[src/rtl/spi_slave_top.sv]
// SPI responder: deserialises a (2*DATA_WIDTH+1)-bit command frame into a register write or read
// and returns read data on miso in a second chip-select window requested with s_read_vld.
module spi_slave_top #(
  parameter int DATA_WIDTH  = 8,
  parameter int SYNC_STAGES = 2,
  parameter int RD_TIMEOUT  = 255
) (
  input  logic                  clk,
  input  logic                  rst,
  input  logic                  sclk,
  input  logic                  cs_n,
  input  logic                  mosi,
  output logic                  miso,
  output logic                  s_read_vld,
  output logic                  reg_wr_en,
  output logic                  reg_rd_en,
  output logic [DATA_WIDTH-1:0] reg_addr,
  output logic [DATA_WIDTH-1:0] reg_wdata,
  input  logic [DATA_WIDTH-1:0] reg_rdata,
  output logic                  frame_err,
  output logic                  busy
);

  localparam int FRAME_BITS = 2*DATA_WIDTH + 1;
  localparam int CNT_W      = $clog2(2*DATA_WIDTH + 2);
  localparam int WAIT_W     = $clog2(RD_TIMEOUT + 1);

  localparam logic [CNT_W-1:0]  CNT_FRAME     = CNT_W'(FRAME_BITS);
  localparam logic [CNT_W-1:0]  CNT_LAST_TX   = CNT_W'(DATA_WIDTH - 1);
  localparam logic [WAIT_W-1:0] WAIT_LIMIT_M1 = WAIT_W'(RD_TIMEOUT - 1);

  typedef enum logic [2:0] {
    IDLE    = 3'd0,
    CMD_RX  = 3'd1,
    EXEC    = 3'd2,
    RD_CAP  = 3'd3,
    RD_WAIT = 3'd4,
    RD_TX   = 3'd5
  } state_e;

  logic [SYNC_STAGES-1:0] sclk_sync_q, cs_sync_q, mosi_sync_q;
  logic                   sclk_prev_q, cs_prev_q;
  logic                   sclk_s, cs_s, mosi_s;
  logic                   sclk_rise_s, sclk_fall_s, cs_rise_s, cs_fall_s;

  state_e                 state_q, state_d;
  logic [CNT_W-1:0]       bit_cnt_q, bit_cnt_d;
  logic                   overrun_q, overrun_d;
  logic [FRAME_BITS-1:0]  cmd_sr_q, cmd_sr_d;
  logic [DATA_WIDTH-1:0]  tx_sr_q, tx_sr_d;
  logic [WAIT_W-1:0]      wait_cnt_q, wait_cnt_d;
  logic                   miso_q, miso_d;
  logic                   s_read_vld_q, s_read_vld_d;
  logic                   reg_wr_en_q, reg_wr_en_d;
  logic                   reg_rd_en_q, reg_rd_en_d;
  logic [DATA_WIDTH-1:0]  reg_addr_q, reg_addr_d;
  logic [DATA_WIDTH-1:0]  reg_wdata_q, reg_wdata_d;
  logic                   frame_err_q, frame_err_d;
  logic                   busy_q, busy_d;

  // Input synchronisers; cleared to 0 so a cs_n already low at reset release never looks like a fall.
  always_ff @(posedge clk) begin
    if (rst) begin
      sclk_sync_q <= '0;
      cs_sync_q   <= '0;
      mosi_sync_q <= '0;
      sclk_prev_q <= 1'b0;
      cs_prev_q   <= 1'b0;
    end else begin
      sclk_sync_q <= {sclk_sync_q[SYNC_STAGES-2:0], sclk};
      cs_sync_q   <= {cs_sync_q[SYNC_STAGES-2:0], cs_n};
      mosi_sync_q <= {mosi_sync_q[SYNC_STAGES-2:0], mosi};
      sclk_prev_q <= sclk_sync_q[SYNC_STAGES-1];
      cs_prev_q   <= cs_sync_q[SYNC_STAGES-1];
    end
  end

  assign sclk_s      = sclk_sync_q[SYNC_STAGES-1];
  assign cs_s        = cs_sync_q[SYNC_STAGES-1];
  assign mosi_s      = mosi_sync_q[SYNC_STAGES-1];
  assign sclk_rise_s = sclk_s & ~sclk_prev_q;
  assign sclk_fall_s = ~sclk_s & sclk_prev_q;
  assign cs_rise_s   = cs_s & ~cs_prev_q;
  assign cs_fall_s   = ~cs_s & cs_prev_q;

  // Next-state and next-output logic; strobes are set one cycle early so they coincide with their state.
  always_comb begin
    state_d      = state_q;
    bit_cnt_d    = bit_cnt_q;
    overrun_d    = overrun_q;
    cmd_sr_d     = cmd_sr_q;
    tx_sr_d      = tx_sr_q;
    wait_cnt_d   = wait_cnt_q;
    miso_d       = 1'b0;
    s_read_vld_d = 1'b0;
    reg_wr_en_d  = 1'b0;
    reg_rd_en_d  = 1'b0;
    reg_addr_d   = reg_addr_q;
    reg_wdata_d  = reg_wdata_q;
    frame_err_d  = 1'b0;

    case (state_q)
      IDLE: begin
        if (cs_fall_s) begin
          state_d   = CMD_RX;
          bit_cnt_d = '0;
          overrun_d = 1'b0;
          cmd_sr_d  = '0;
        end else begin
          state_d = IDLE;
        end
      end
      CMD_RX: begin
        if (cs_rise_s) begin
          if ((bit_cnt_q == CNT_FRAME) && !overrun_q) begin
            state_d     = EXEC;
            reg_addr_d  = cmd_sr_q[DATA_WIDTH:1];
            reg_wdata_d = cmd_sr_q[2*DATA_WIDTH:DATA_WIDTH+1];
            if (cmd_sr_q[0]) begin
              reg_wr_en_d = 1'b1;
            end else begin
              reg_rd_en_d = 1'b1;
            end
          end else begin
            state_d     = IDLE;
            frame_err_d = 1'b1;
          end
        end else if (sclk_rise_s) begin
          // LSB arrives first, so shifting in at the top leaves bit 0 at index 0 after a full frame.
          if (bit_cnt_q == CNT_FRAME) begin
            overrun_d = 1'b1;
          end else begin
            cmd_sr_d  = {mosi_s, cmd_sr_q[FRAME_BITS-1:1]};
            bit_cnt_d = bit_cnt_q + CNT_W'(1);
          end
        end else begin
          state_d = CMD_RX;
        end
      end
      EXEC: begin
        if (cmd_sr_q[0]) begin
          state_d = IDLE;
        end else begin
          state_d      = RD_CAP;
          s_read_vld_d = 1'b1;
        end
      end
      RD_CAP: begin
        tx_sr_d    = reg_rdata;
        wait_cnt_d = WAIT_W'(1);
        state_d    = RD_WAIT;
      end
      RD_WAIT: begin
        if (cs_fall_s) begin
          state_d   = RD_TX;
          miso_d    = tx_sr_q[0];
          bit_cnt_d = '0;
        end else if (wait_cnt_q >= WAIT_LIMIT_M1) begin
          state_d     = IDLE;
          frame_err_d = 1'b1;
        end else begin
          wait_cnt_d = wait_cnt_q + WAIT_W'(1);
        end
      end
      RD_TX: begin
        if (cs_rise_s) begin
          state_d = IDLE;
        end else if (sclk_fall_s && (bit_cnt_q < CNT_LAST_TX)) begin
          bit_cnt_d = bit_cnt_q + CNT_W'(1);
          tx_sr_d   = {1'b0, tx_sr_q[DATA_WIDTH-1:1]};
          miso_d    = tx_sr_q[1];
        end else begin
          miso_d = miso_q;
        end
      end
      default: begin
        state_d = IDLE;
      end
    endcase

    busy_d = (state_d != IDLE);
  end

  // State, counters, shift registers and registered outputs.
  always_ff @(posedge clk) begin
    if (rst) begin
      state_q      <= IDLE;
      bit_cnt_q    <= '0;
      overrun_q    <= 1'b0;
      cmd_sr_q     <= '0;
      tx_sr_q      <= '0;
      wait_cnt_q   <= '0;
      miso_q       <= 1'b0;
      s_read_vld_q <= 1'b0;
      reg_wr_en_q  <= 1'b0;
      reg_rd_en_q  <= 1'b0;
      reg_addr_q   <= '0;
      reg_wdata_q  <= '0;
      frame_err_q  <= 1'b0;
      busy_q       <= 1'b0;
    end else begin
      state_q      <= state_d;
      bit_cnt_q    <= bit_cnt_d;
      overrun_q    <= overrun_d;
      cmd_sr_q     <= cmd_sr_d;
      tx_sr_q      <= tx_sr_d;
      wait_cnt_q   <= wait_cnt_d;
      miso_q       <= miso_d;
      s_read_vld_q <= s_read_vld_d;
      reg_wr_en_q  <= reg_wr_en_d;
      reg_rd_en_q  <= reg_rd_en_d;
      reg_addr_q   <= reg_addr_d;
      reg_wdata_q  <= reg_wdata_d;
      frame_err_q  <= frame_err_d;
      busy_q       <= busy_d;
    end
  end

  assign miso       = miso_q;
  assign s_read_vld = s_read_vld_q;
  assign reg_wr_en  = reg_wr_en_q;
  assign reg_rd_en  = reg_rd_en_q;
  assign reg_addr   = reg_addr_q;
  assign reg_wdata  = reg_wdata_q;
  assign frame_err  = frame_err_q;
  assign busy       = busy_q;

endmodule
[config.mk]
export PLATFORM = sky130hd
export DESIGN_NAME = spi_slave_top
export DESIGN_NICKNAME = d
export VERILOG_FILES = /design/src/rtl/spi_slave_top.sv
export SDC_FILE = /design/constraint.sdc
export NUM_CORES = 1
export LEC_CHECK = 0
export BUFFER_PORTS_ARGS = -buffer_cell sky130_fd_sc_hd__clkbuf_2
export CAP_MARGIN = 10
export CORE_MARGIN = 3
export CORE_UTILIZATION = 35
export DETAILED_ROUTE_END_ITERATION = 8
export PLACE_DENSITY_LB_ADDON = 0.3
export SLEW_MARGIN = 10
export SYNTH_ARGS = -nofsm -noshare
export SYNTH_HDL_FRONTEND = slang
export SYNTH_SLANG_ARGS = --single-unit
[constraint.sdc]
create_clock -name clk -period 1.6 [get_ports clk]
set_input_delay 0.16 -clock clk [delete_from_list [all_inputs] [get_ports clk]]
set_output_delay 0.16 -clock clk [all_outputs]
set_load 0.02 [all_outputs]
==> results of run 1 <==
## power breakdown
group          leakage (nW)  switching, mW  internal, mW
registers             0.586         0.0145          1.81
clock network         0.104          0.708         0.770
logic                 0.855         0.0998        0.0876
total                  1.54          0.822          2.67
## registers in the layout (all words and copies together), names as in the netlist
| name | cells |
|---|---|
| cs_prev_q | 1 |
| overrun_q | 1 |
| reg_wdata | 8 |
| reg_rd_en | 1 |
| sclk_prev_q | 1 |
| bit_cnt_q | 5 |
| cmd_sr_q | 17 |
| tx_sr_q | 8 |
| cs_sync_q | 2 |
| wait_cnt_q | 8 |
| reg_wr_en | 1 |
| mosi_sync_q | 2 |
| busy | 1 |
| state_q | 3 |
| reg_addr | 8 |
| s_read_vld | 1 |
| miso | 1 |
| frame_err | 1 |
| sclk_sync_q | 2 |
## cells by family (layout without fill, tap and decap cells)
logic type	count (synthesis)	in the layout
AOI/OAI and AO/OA	83	83
xor gates and xnor gates	5	5
adders and majority gates	4	4
buffers and inverters	27	99
DFF	72	72
muxes	7	7
and+or+nand+nor	150	150
## path summary, 6_finish.rpt
path	start	end	slack [ps]	cells after the start
max	sclk_sync_q[1]	tx_sr_q[0]	3	6
min	cs_n	cs_sync_q[0]	20	2
max reg2reg	sclk_sync_q[1]	tx_sr_q[0]	3	6
min reg2reg	mosi_sync_q[0]	mosi_sync_q[1]	440	1
## per-layer routing
metal  vias up  track usage  wire [µm]
li1       1350            -          -
met1      1229        0.193       3440
met2        48        0.217       3150
met3         6       0.0410        320
met4         0       0.0456         38
met5         -            0          0
## stage by stage
stage,area [µm²],util,TNS [ps],setup slack (ps),instances
after floorplan,3100,-,-28.4,-7.88,348
after global placement,3600,0.428,-77.7,-23.6,504
after detailed placement,3600,0.428,-229,-41.9,504
after CTS,3880,0.460,-0.666,-0.666,521
after global routing,4110,0.488,-557,-64.0,525
final,4110,0.488,0,2.86,525
## synth_stat cells (all sizes together) (4+ instances only)
| cell | count | area, µm² |
|---|---|---|
| ha | 4 | 50.1 |
| xnor2 | 5 | 43.8 |
| nand3b | 5 | 37.5 |
| a31oi | 6 | 37.5 |
| nand2 | 41 | 154 |
| nor2b | 11 | 68.8 |
| buf | 10 | 71.3 |
| dfxtp | 72 | 1440 |
| o21ai | 21 | 105 |
| nand2b | 22 | 138 |
| nor3 | 6 | 35.0 |
| nor2 | 27 | 101 |
| a211oi | 12 | 110 |
| nand3 | 25 | 125 |
| inv | 6 | 22.5 |
| clkbuf | 11 | 42.5 |
| a21oi | 26 | 141 |
| mux2i | 7 | 70.1 |
## critical path, cell delays in order (launching register included)
cell      delay (ps)
dfxtp_4          360
nor4b_4          350
nand3b_1         180
a21oi_4          260
buf_12           160
nor2_1            40
a211oi_1         160
## area by class of cell
cell class	count	area, µm²	share of cell area
clock buffers	10	138	0.0335
clock inverters	6	67.6	0.0164
inverters	6	22.5	0.00548
multi-input cells	249	1710	0.417
flip-flops and latches	72	1450	0.354
well taps	105	131	0.0320
repair buffers	77	581	0.141
## timing repair
item,in CTS,in global routing
pin swaps,9,26
gates resized for setup,10,46
setup buffers,1,2
setup endpoints to repair,16,58
cloned,0,2
==> flow_summary.toml, run 1 <==
[grt]
grt_max_degree = 37
grt_pass1_wl_um = 11600
grt_pass1_vias = 2507
antenna_found_initial = 0
grt_usage = 0.142
grt-ovfl-total = 0

[cells_and_area]
layout-drive-gt1-share = 0.357
nFillCells = 823
mostFrequentLayoutCell = "dfxtp_1"
final_cell_mix = "dfxtp_1, nand2_1, clkbuf_2, buf_4, nand3_1"
syn_to_final_growth_pct = 32.4
nNetsFinal = 432
n_antenna_cell = 0

[synthesis]
synth_edf_count = 0
ys_warn_count = 0
synth_xor_xnor_area_share = 0.0141
synth_flop_cell = "dfxtp_1"
syn_area_per_cell_um2 = 8.92
synthAdderAreaFrac = 0.0161
synthArstFlopShare = 0
ys_seq_area_frac = 0.465
synth_top_family_by_area = "simple AND/OR/NAND/NOR gates"
synthMuxAreaShare = 0.0226
syn_nets = 365
synth-compound-area-share = 0.186
syn_inst = 348
synthesis.area_mm2 = 0.00310
synth_seq_cells = 72
synth_cell_type_count = 47
yosys.area_share.simple = 0.252

[routing]
ant_nets = 0
num_vias = 2633
drt-total-wl_um = 6950
first_pass_iters = 5
wire_per_inst_um = 13.2
drt_iter0_drc = 86
via_per_inst = 5.02
drc = 0

[power]
powerDensity_mw_per_mm2 = 849
p_leak_nw = 1.54
power.total_mw = 3.49
ir_worst_vdd_v = 0.000406

[critical_path]
endpoint_kind = "register"
critical_path_class = "reg2reg"
critical_path.max_fanout = 8
arrival_ps = 1850
worst_setup_path_start_kind = "register"
required_ps = 1860

[timing]
finClkSkew_ps = 11.2
hold_slack_ps = 24.9
setup_violations = 0
rsz0062_at_grt = "yes"
hold_violations = 0
relSlewSlack = 0.728
tightest_slew_ps = 407
slew_viol_final = 0
final_min_period_over_clock_period = 0.998
clock.fmax_ghz = 0.626
min_period_ps = 1600

[clock_tree]
ctsHtreeMaxLevel = 3
cts_tree = "built"
clock_latency_ps = 340
clk_pin_slew_ps = 80
root_buffer = "clkbuf_8"
cts_hold_buf = 0
cts.sinks = 72
cts-buffers-inserted = 9
cts_buffer_depth = 2

[floorplan]
fp.dieW_um = 100
num_io_pins = 35
fp.dieArea_mm2 = 0.0100
initial_core_util = 0.368
rows = 33
chipHeight_um = 100
coreArea_mm2 = 0.00842

[place]
port_buffers = 34
routabilityCongestion = 0.766
dp_hpwl_um = 4570

[status]
status = "finished clean"

[hold_path]
hold_path.class = "in2reg"

[flow_run]
timing.max_cap.violations = 0
(Power assumes the default switching activity.)
==> run 2, diff against run 1 <==
BUFFER_PORTS_ARGS = unset   (was -buffer_cell sky130_fd_sc_hd__clkbuf_2)
DONT_BUFFER_PORTS = 1   (was unset)
==> run 2 against run 1 <==
The flow now finishes with violations (hold timing, setup timing). Non-clock buffer count shrank 17. Die area unchanged. Global-route usage is 0.59 points lower. First-iteration DRC count is 58% higher. Hold slack worse by 150 ps. Largest power group unchanged.
==> flow_summary.toml, run 2 (same netlist as run 1, synthesis figures left out) <==
[status]
status = "finished, violations left"
violations = "hold timing, setup timing"

[clock_tree]
cts_buffer_depth = 2
cts.sinks = 72
ctsHtreeMaxLevel = 3
clock_latency_ps = 340
root_buffer = "clkbuf_8"
clk_pin_slew_ps = 80
cts-buffers-inserted = 9
cts_tree = "built"

[routing]
num_vias = 2580
drt_iter0_drc = 136
first_pass_iters = 4
wire_per_inst_um = 13.8
drc = 0
drt-total-wl_um = 7030
via_per_inst = 5.08
ant_nets = 0

[critical_path]
r2r_slack_ps = -20
slowest_stage = "dlygate4sd3_1"
worst_setup_path_start_kind = "register"
path_cells = "buf_4, buf_4, a21o_2, dlygate4sd3_1, a21oi_1"
critical_path.max_fanout = 7
critical_path_class = "reg2reg"
arrival_ps = 1890
startpoint = "state_q[1]"
required_ps = 1860
endpoint_kind = "register"
slowest_delay_ps = 590
ff2ff_path_depth = 5
rr_endpoint = "state_q[1]"
path_common_cell = "buf_4"
r2r_start = "state_q[1]"

[place]
port_buffers = 0
routabilityCongestion = 0.795
dp_hpwl_um = 4350
dpl_worst_slack_ps = -23.4

[floorplan]
initial_core_util = 0.368
rows = 33
chipHeight_um = 100
fp.dieArea_mm2 = 0.0100
coreArea_mm2 = 0.00842
num_io_pins = 35
fp.dieW_um = 100

[cells_and_area]
final_cell_mix = "dfxtp_1, nand2_1, buf_4"
mostFrequentLayoutCell = "dfxtp_1"
top_register = "cmd_sr_q"
nFillCells = 842
n_antenna_cell = 0
layout-drive-gt1-share = 0.275
syn_to_final_growth_pct = 30.1
nNetsFinal = 415
largest_register_ffs = 17

[power]
p_leak_nw = 1.44
ir_worst_vdd_v = 0.000714
powerDensity_mw_per_mm2 = 787

[hold_path]
whs_endpoint = "reg_wdata[4]"
worstHoldStart = "rst"
whs_path_depth = 1
hold_path.class = "in2reg"

[timing]
tightest_slew_ps = 372
rsz0062_at_grt = "yes"
slew_viol_final = 0
hold_slack_ps = -126
setup_violations = 3
relSlewSlack = 0.752
hold_violations = 33
fin_ws_ps = -22.5
min_period_ps = 1620
finClkSkew_ps = 13.7
final_min_period_over_clock_period = 1.01
tns_ps = -38.8
clock.fmax_ghz = 0.616

[grt]
grt_usage = 0.136
grt_max_degree = 67
antenna_found_initial = 0
grt_pass1_wl_um = 11200
grt-ovfl-total = 0
grt_pass1_vias = 2439

[flow_run]
timing.max_cap.violations = 0
[run 2: cell types whose count changed in the layout (fill, tap and decap cells not counted), moves of 3 or more]
cell	change
buf_6	-3
nor2_2	+3
clkbuf_2	-34
dlygate4sd3_1	+17
[run 2: report_power, final]
group          switching, mW  total [mW]  internal (mW)
Combinational         0.0611       0.138         0.0769
Clock                  0.666        1.22          0.554
Sequential            0.0129        1.82           1.81
[run 2: how the worst max path moves through the flow]
| stage | depth (start not counted) | end | slack, ps |
|---|---|---|---|
| after floorplan | 7 | wait_cnt_q[6] | -8 |
| after global placement | 8 | wait_cnt_q[6] | 30 |
| after detailed placement | 8 | bit_cnt_q[3] | -20 |
| after CTS | 6 | bit_cnt_q[1] | -10 |
| after global routing | 7 | cmd_sr_q[14] | -110 |
| final | 5 | state_q[1] | -20 |
[run 2: stage by stage]
stage,cells,total power [mW],util,hold slack [ps],instance area (µm²)
6_report,508,3.18,0.479,-126,4040
5_1_grt,508,3.32,0.479,-152,4040
4_1_cts,502,3.21,0.452,-128,3800
3_5_place_dp,470,1.98,0.412,243,3470
3_3_place_gp,470,1.97,0.412,241,3470
2_1_floorplan,348,1.95,-,288,3100
[run 2: worst max-delay path: cells and delay by family (launching register included)]
kind | cells | cell delay, ps
buf+inv | 3 | 900
compound gates | 2 | 310
flops | 1 | 360
[run 2: final cells by class]
type / instances / area (µm²) / share of cell area
multi-input combinational: 249 / 1660 / 0.410
sequential: 72 / 1450 / 0.359
clock buffer: 10 / 128 / 0.0316
tap: 105 / 131 / 0.0325
clock inverter: 6 / 36.3 / 0.00899
inverter: 6 / 22.5 / 0.00558
timing repair buffer: 60 / 612 / 0.152
[run 2: repair_timing]
action,in CTS,in global routing
setup buffers,0,2
pin swaps,2,23
endpoints found under the hold margin,50,34
hold buffers,16,1
setup endpoints to repair,11,60
resized for setup,4,38
cloned,0,3
[run 2: routing by layer]
layer | routed length, µm | vias up | GRT usage
met5 | 0 | - | 0
met1 | 3490 | 1212 | 0.183
li1 | - | 1320 | -
met2 | 3190 | 40 | 0.213
met3 | 284 | 8 | 0.0410
met4 | 66 | 0 | 0.0373
==> run 3, diff against run 2 <==
--- a/config.mk
+++ b/config.mk
@@ -7,3 +7,3 @@
 export LEC_CHECK = 0
-export CAP_MARGIN = 10
+export CAP_MARGIN = 20
 export CORE_MARGIN = 3
==> constraint.sdc (replaced) <==
create_clock -name clk -period 1.6 [get_ports clk]
set_input_delay 0.08 -clock clk [delete_from_list [all_inputs] [get_ports clk]]
set_output_delay 0.08 -clock clk [all_outputs]
set_load 0.02 [all_outputs]
==> run 3 against run 2 <==
The flow now finishes without violations. Non-clock buffer count fell by 3. Final area rose by 2.4%. Combinational power rose by 43%. Global-route usage barely moved. Sequential power barely moved. Clock skew fell by 4.9 ps. Highest routed layer unchanged.
==> flow_summary.toml, run 3 (same netlist as run 1, synthesis figures left out) <==
[cells_and_area]
nFillCells = 817
n_antenna_cell = 0
layout-drive-gt1-share = 0.315
largest_register_ffs = 17
mostFrequentLayoutCell = "dfxtp_1"
top_register = "cmd_sr_q"
seq_area_mm2 = 0.00146
multi_input_area_mm2 = 0.00172
syn_to_final_growth_pct = 33.2
nNetsFinal = 412
final_cell_mix = "dfxtp_1, nand2_1, buf_4"

[floorplan]
chipHeight_um = 100
rows = 33
coreArea_mm2 = 0.00842
fp.dieArea_mm2 = 0.0100
num_io_pins = 35
fp.dieW_um = 100
initial_core_util = 0.368

[critical_path]
worst_setup_path_start_kind = "register"
endpoint_kind = "register"
critical_path_class = "reg2reg"
arrival_ps = 1810
critical_path.max_fanout = 8
ff2ff_path_depth = 8
required_ps = 1820

[timing]
final_min_period_over_clock_period = 0.994
min_period_ps = 1590
setup_violations = 0
finClkSkew_ps = 8.76
rsz0062_at_grt = "yes"
clock.fmax_ghz = 0.629
tightest_slew_ps = 366
hold_violations = 0
slew_viol_final = 0
relSlewSlack = 0.755
hold_slack_ps = 76.0

[status]
status = "finished clean"

[grt]
grt_max_degree = 63
grt_pass1_wl_um = 11100
grt_usage = 0.136
grt-ovfl-total = 0
grt_pass1_vias = 2403
antenna_found_initial = 0

[place]
dp_hpwl_um = 4350
port_buffers = 0
routabilityCongestion = 0.795

[clock_tree]
cts_tree = "built"
clock_latency_ps = 340
ctsHtreeMaxLevel = 3
cts_buffer_depth = 2
cts.sinks = 72
cts-buffers-inserted = 9
root_buffer = "clkbuf_8"
clk_pin_slew_ps = 80

[power]
powerDensity_mw_per_mm2 = 781
power.total_mw = 3.23
p_leak_nw = 1.47
ir_worst_vdd_v = 0.000723

[hold_path]
hold_path.class = "in2reg"
whs_path_depth = 2

[routing]
ant_nets = 0
first_pass_iters = 4
drt_iter0_drc = 74
drc = 0
drt-total-wl_um = 7430
wire_per_inst_um = 14.7
num_vias = 2563
via_per_inst = 5.08

[flow_run]
timing.max_cap.violations = 0
==> run 3: cell count changes in the layout (fill, tap and decap cells not counted), moves of 3 or more <==
| cell | before | now |
|---|---|---|
| nand3_1 | 24 | 11 |
| o21ai_1 | 0 | 13 |
| buf_6 | 1 | 5 |
| buf_4 | 34 | 31 |
| a211oi_1 | 1 | 4 |
| a21oi_1 | 19 | 23 |
| o21ai_0 | 21 | 6 |
| nand3_2 | 1 | 14 |
| dlygate4sd3_1 | 17 | 10 |
| a211oi_2 | 11 | 8 |
| a21oi_2 | 6 | 2 |
==> run 3: final timing paths <==
| kind | start | to | slack [ps] |
|---|---|---|---|
| min | rst | sclk_prev_q | 80 |
| max | bit_cnt_q[1] | cmd_sr_q[2] | 9 |
| max reg2reg | bit_cnt_q[1] | cmd_sr_q[2] | 9 |
| min reg2reg | cs_sync_q[0] | cs_sync_q[1] | 440 |
==> run 3: cell type report <==
cell class | count | area share
Clock buffer | 10 | 0.0309
Tap cell | 105 | 0.0318
Sequential cell | 72 | 0.352
Clock inverter | 6 | 0.00878
Multi-Input combinational cell | 249 | 0.415
Timing Repair Buffer | 57 | 0.155
Inverter | 6 | 0.00545
==> run 3: report_power, final <==
group	total, mW	internal, mW	switching (mW)
Clock	1.21	0.554	0.656
Combinational	0.198	0.0996	0.0983
Sequential	1.82	1.81	0.0141
Total	3.23	2.46	0.769
==> run 3: per-stage QoR <==
stage	setup TNS (ps)	worst slack [ps]	instances	cell area (µm²)	util
2_1_floorplan	-28.4	-7.88	348	3100	-
3_3_place_gp	0	32.3	470	3470	0.412
3_5_place_dp	-73.5	-23.4	470	3470	0.412
4_1_cts	-16.9	-9.88	497	3770	0.448
5_1_grt	-2550	-102	505	4130	0.491
6_report	0	9.37	505	4130	0.491
==> run 3: timing repair <==
item                                    CTS  global route
cloned                                    0             6
hold buffers                             11             0
buffers inserted                          0             2
resized for setup                         4            69
endpoints found under the setup margin   11            59
pin swaps                                 2            25
hold endpoints to repair                 65             0
==> run 3: worst max-delay path, stage by stage (launching register included) <==
cell and delay (ps):
dfxtp_2 330, inv_2 50, ha_2 150, nand4bb_1 160, and4_1 210, o21a_4 270, clkbuf_16 180, nand3_2 60
o21ai_0 70
==> run 3: metal layers <==
layer	global-route usage	wire length [µm]	part of all wire	up-vias
met5	0	0	0	-
met4	0.0373	68	0.0091	0
met3	0.0403	324	0.044	7
met2	0.210	3360	0.45	52
met1	0.185	3680	0.49	1190
li1	-	-	-	1314
